===== config.mk =====
export PLATFORM = sky130hd
export DESIGN_NAME = led_pio_sequencer
export DESIGN_NICKNAME = d
export VERILOG_FILES = /design/src/rtl/led_seq_pkg.sv /design/src/rtl/led_seq_pattern_ram.sv /design/src/rtl/led_pio_sequencer.sv
export SDC_FILE = /design/constraint.sdc
export NUM_CORES = 1
export LEC_CHECK = 0
export CAP_MARGIN = 30
export CORE_ASPECT_RATIO = 1.1
export CORE_UTILIZATION = 50
export CTS_CLUSTER_SIZE = 24
export DETAILED_ROUTE_END_ITERATION = 6
export GPL_ROUTABILITY_DRIVEN = 0
export PLACE_DENSITY = 0.77
export SLEW_MARGIN = 10
export SYNTH_ARGS = -nofsm -noshare
export SYNTH_HDL_FRONTEND = slang
export SYNTH_HIERARCHICAL = 1
export SYNTH_SLANG_ARGS = --single-unit
export TNS_END_PERCENT = 1

===== constraint.sdc =====
create_clock -name clk -period 7.4 [get_ports clk]
set_input_delay 1.85 -clock clk [delete_from_list [all_inputs] [get_ports clk]]
set_output_delay 1.85 -clock clk [all_outputs]
set_load 0.05 [all_outputs]

===== src/rtl/led_seq_pkg.sv =====
// led_seq_pkg: shared FSM states, PIO address and default sizes for the LED sequencer
package led_seq_pkg;
  typedef enum logic [1:0] {IDLE, WRITE, COUNT} state_t;
  localparam logic [1:0] PIO_DATA_ADDR = 2'd0;
  localparam int DATA_W_DEF = 8;
  localparam int DIV_W_DEF = 24;
  localparam int STEPS_DEF = 4;
endpackage


===== src/rtl/led_seq_pattern_ram.sv =====
// led_seq_pattern_ram: STEPS x DATA_W pattern table; sync write/reset (clk, reset, we, waddr, wdata), async read (raddr -> rdata)
module led_seq_pattern_ram
  import led_seq_pkg::*;
#(
  parameter int DATA_W = DATA_W_DEF,
  parameter int STEPS = STEPS_DEF,
  localparam int IDX_W = $clog2(STEPS)
) (
  input  logic              clk,
  input  logic              reset,
  input  logic              we,
  input  logic [IDX_W-1:0]  waddr,
  input  logic [DATA_W-1:0] wdata,
  input  logic [IDX_W-1:0]  raddr,
  output logic [DATA_W-1:0] rdata
);
  logic [DATA_W-1:0] mem [STEPS];
  always_ff @(posedge clk)
    if (reset) mem <= '{default: '0};
    else if (we) mem[waddr] <= wdata;
  assign rdata = mem[raddr];
endmodule


===== src/rtl/led_pio_sequencer.sv =====
// led_pio_sequencer: Avalon-MM master stepping a pattern table onto the LED PIO (clk, reset, enable, period, last_step, cfg_* in; pio_* bus, busy, step_idx out)
module led_pio_sequencer
  import led_seq_pkg::*;
#(
  parameter int DATA_W = DATA_W_DEF,
  parameter int DIV_W = DIV_W_DEF,
  parameter int STEPS = STEPS_DEF,
  localparam int IDX_W = $clog2(STEPS)
) (
  input  logic              clk,
  input  logic              reset,
  input  logic              enable,
  input  logic [DIV_W-1:0]  period,
  input  logic [IDX_W-1:0]  last_step,
  input  logic              cfg_load,
  input  logic [IDX_W-1:0]  cfg_idx,
  input  logic [DATA_W-1:0] cfg_data,
  output logic [1:0]        pio_address,
  output logic              pio_chipselect,
  output logic              pio_write_n,
  output logic [DATA_W-1:0] pio_writedata,
  output logic              busy,
  output logic [IDX_W-1:0]  step_idx
);
  state_t state;
  logic [DIV_W-1:0] cnt, per_q, p_eff;
  logic [DATA_W-1:0] rdata;
  logic expire, start;
  // cnt is 0 in the WRITE cycle, so expiry one short of the spacing lands the next WRITE exactly on it
  assign p_eff = per_q < DIV_W'(2) ? DIV_W'(2) : per_q;
  assign expire = state == COUNT && cnt >= p_eff - DIV_W'(1);
  assign start = enable && (state == IDLE || expire);
  assign pio_address = PIO_DATA_ADDR;
  led_seq_pattern_ram #(.DATA_W(DATA_W), .STEPS(STEPS)) u_ram (
    .clk   (clk),
    .reset (reset),
    .we    (cfg_load),
    .waddr (cfg_idx),
    .wdata (cfg_data),
    .raddr (step_idx),
    .rdata (rdata)
  );
  always_ff @(posedge clk)
    if (reset) begin
      state <= IDLE;
      step_idx <= '0;
      cnt <= '0;
      per_q <= '0;
      pio_chipselect <= 1'b0;
      pio_write_n <= 1'b1;
      pio_writedata <= '0;
      busy <= 1'b0;
    end else begin
      state <= start ? WRITE : state == WRITE ? COUNT : expire ? IDLE : state;
      busy <= start || state == WRITE || (state == COUNT && !expire);
      pio_chipselect <= start;
      pio_write_n <= !start;
      cnt <= start ? '0 : state == IDLE ? cnt : cnt + DIV_W'(1);
      if (start) begin
        pio_writedata <= rdata;
        per_q <= period;
        step_idx <= step_idx == last_step ? '0 : step_idx + IDX_W'(1);
      end
    end
endmodule


==> flow_summary_export.csv <==
group,metric,value,unit
yosys,synthFlopType,"dfxtp_1",
sta,hold_viol,0,
status,outcome,"complete, no violations",
floorplanning,coreArea,9540,sq um
yosys,synth_area_per_cell,8.96,sq um
placement,dp.cells,692,
global_routing,grt_max_degree,60,
global_routing,antenna_found_initial,0,
yosys,synth_compound_area_share,10.7,%
cts,post-cts-setup-buffer-count,0,
cts,root_buffer,"clkbuf_8",
worst_setup_path,rr_startpoint,"per_q[14]",
worst_setup_path,arrival,6.08,ns
global_routing,grt_pass1_vias,4125,
drt,vias,4053,
yosys,synth_top_area_share,38.2,%
worst_setup_path,critPathKind,"flip-flop to flip-flop",
floorplanning,start_util,52.2,%
cts,numCtsBuffers,9,
yosys,synthXorXnorAreaFrac,7.56,%
sta,rsz0062_at_grt,"false",
hold_path,hp-start,"u_ram/mem[16]",
cts,clock_insertion_delay_worst_skew,0.35,ns
cts,postCtsHoldBufs,0,
worst_setup_path,cp-start-kind,"flip-flop",
yosys,yosysSeqAreaShare,38.2,%
drt,totalWireLength,10.8,mm
cts,cts_tree,"built",
yosys,ys_warn_count,6,
yosys,post-synth-top-count-cell,"dfxtp_1",
pwr,leakagePower,2.18,nW
drt,wl_per_cell,15.3,um
floorplanning,die_h,107,um
sta,fin_crit,5.86,ns
yosys,syn_inst,556,
yosys,synthTopCellsByCount,"dfxtp_1 (95), a21oi_1 (43), nand2b_1 (42), o21ai_0 (41), nand3_1 (39)",
cells_and_area,layout.nets,654,
yosys,yosys.area.top_type,"dfxtp_1",
sta,slew_viol_final,0,
sta,period_share,79.2,%
yosys,synthTopCellsByArea,"dfxtp_1 (38%), mux2i_1 (6.6%), ha_1 (6.5%)",
pwr,p_per_area,199,nW/um^2
cells_and_area,layout-drive-gt1-share,7.09,%
floorplanning,num_rows,37,
yosys,ys_types,49,
yosys,synthAdderAreaFrac,6.53,%
cts,cts_sinks,95,
sta,clock_skew,0.00920,ns
yosys,syn_area,4980,sq um
sta,max_freq,0.171,GHz
cells_and_area,syn2layout_area_growth,15.6,%
drt,drt_pass1_iterations,4,
cts,cts_max_path_buffers,2,
placement,placed_cell_area,5530,sq um
yosys,synth_edf_count,0,
drt,via_per_inst,5.72,
global_routing,gr-total-overflow,0,
worst_setup_path,path_max_fanout,21,
worst_setup_path,cp.required,7.62,ns
sta,tns,0,ns
yosys,synth_seq_cells,95,
cts,path_clk_slew,0.10,ns
yosys,async_reset_ff_share,0,%
yosys,synth_top_family_by_area,"simple AND/OR/NAND/NOR gates",
pwr,irDropWorstVdd,0.123,mV
hold_path,hold_class,"flip-flop to flip-flop",
cells_and_area,finalInstanceArea,5760,sq um
placement,portBuffers,52,
pwr,total_power,1.15,mW
yosys,synth-simple-area-share,23.1,%
cts,ctsResizeCount,0,
floorplanning,dieArea,10400,sq um
global_routing,grt_pass1_wl,18.6,mm
yosys,synthMuxAreaShare,10.3,%
drt,antenna_left,0,
placement,dpl.hpwl,7.87,mm
floorplanning,ios,55,
worst_setup_path,crit_start,"per_q[14]",
flow_run,max_cap_viol_count,0,
global_routing,grtUsageTotal,21.8,%
drt,drc_errors,0,
sta,relSlewSlack,46.3,%
cells_and_area,fillCellCount,807,
cells_and_area,final_cells,709,
drt,drt_iter0_markers,162,
cts,htree_num_levels,3,
sta,setup_viol,0,
floorplanning,die_w,97.2,um
worst_setup_path,setup.worst_path.end_class,"flip-flop",
cells_and_area,n_antenna_cell,0,
sta,tightest_slew,0.806,ns
[worst max-delay path, cell delays in order, from the launching register on]
cell,delay (ns)
dfxtp_1,0.36
or4_1,0.60
nor4_1,0.42
nor4b_1,0.52
and2_1,0.25
nand2b_1,0.16
ha_1,0.20
nand2_1,0.08
or2_2,0.34
nor2_1,0.24
nand4bb_1,0.16
xor2_1,0.17
ha_1,0.29
nand4_1,0.17
nor4_1,0.39
nand2_1,0.13
o2111a_1,0.50
buf_6,0.26
o311ai_0,0.34
o31ai_1,0.12
[metrics by stage]
step | hold slack, ns | utilization (%) | setup slack (ns)
floorplan | 0.445 | - | 2.17
global placement | 0.457 | 57.8 | 1.67
detailed placement | 0.461 | 58.0 | 1.34
CTS | 0.475 | 60.1 | 1.33
global route | 0.497 | 60.4 | 0.989
finish | 0.471 | 60.4 | 1.54
[layout make-up]
cell class / count / area [sq um] / area share [%]
clock buffer: 10 / 138 / 2.39
clock inverter: 5 / 63.8 / 1.11
inverter: 4 / 15.0 / 0.261
multi-input combinational: 420 / 2910 / 50.6
sequential: 95 / 1900 / 33.0
tap: 117 / 146 / 2.54
timing repair buffer: 58 / 579 / 10.1
[registers in the layout, indices dropped and copies added, names as in the netlist]
signal          cells
pio_write_n         1
step_idx            2
pio_chipselect      1
busy                1
state               2
u_ram/mem          32
pio_writedata       8
per_q              24
cnt                24
[final timing paths]
path | to | slack (ns) | cells past startpoint
setup / recovery | step_idx[1] | 1.54 | 19
hold / removal | u_ram/mem[16] | 0.47 | 2
setup reg to reg | step_idx[1] | 1.54 | 19
hold reg to reg | u_ram/mem[16] | 0.47 | 2
[cell usage in the layout, fill, tap and decap left out, types with 3 or more instances in the layout]
master,instances
dfxtp_1,95
clkdlybuf4s50_1,51
a21oi_1,43
nand2b_1,42
o21ai_0,41
nand3_1,39
nor3_1,36
mux2i_1,33
nand2_1,28
ha_1,26
nor2_1,24
xnor2_1,23
xor2_1,20
clkbuf_8,10
nand4_1,9
mux4_2,8
nor4_1,5
inv_1,4
nor2b_1,4
and3_1,4
buf_4,3
[power breakdown]
part / switching, mW / internal [mW]
sequential: 0.0221 / 0.531
combinational: 0.133 / 0.109
clock: 0.184 / 0.167
[cells by family (layout without fill, tap and decap cells)]
group,Yosys count,after routing
buf+inv,42,77
compound gates,96,96
xor+xnor,43,43
mux,41,41
simple gates,212,212
flops,95,95
other cells,1,2
fa+ha+maj,26,26
[per-layer routing]
layer	GRT usage, %	share of wire [%]	vias to the layer above
li1	-	-	2036
met1	26.0	45	1933
met2	38.5	50	66
met3	3.85	3.0	18
met4	9.70	2.4	0
met5	0	0	-
Note: power is estimated with default switching activity, not from simulation.
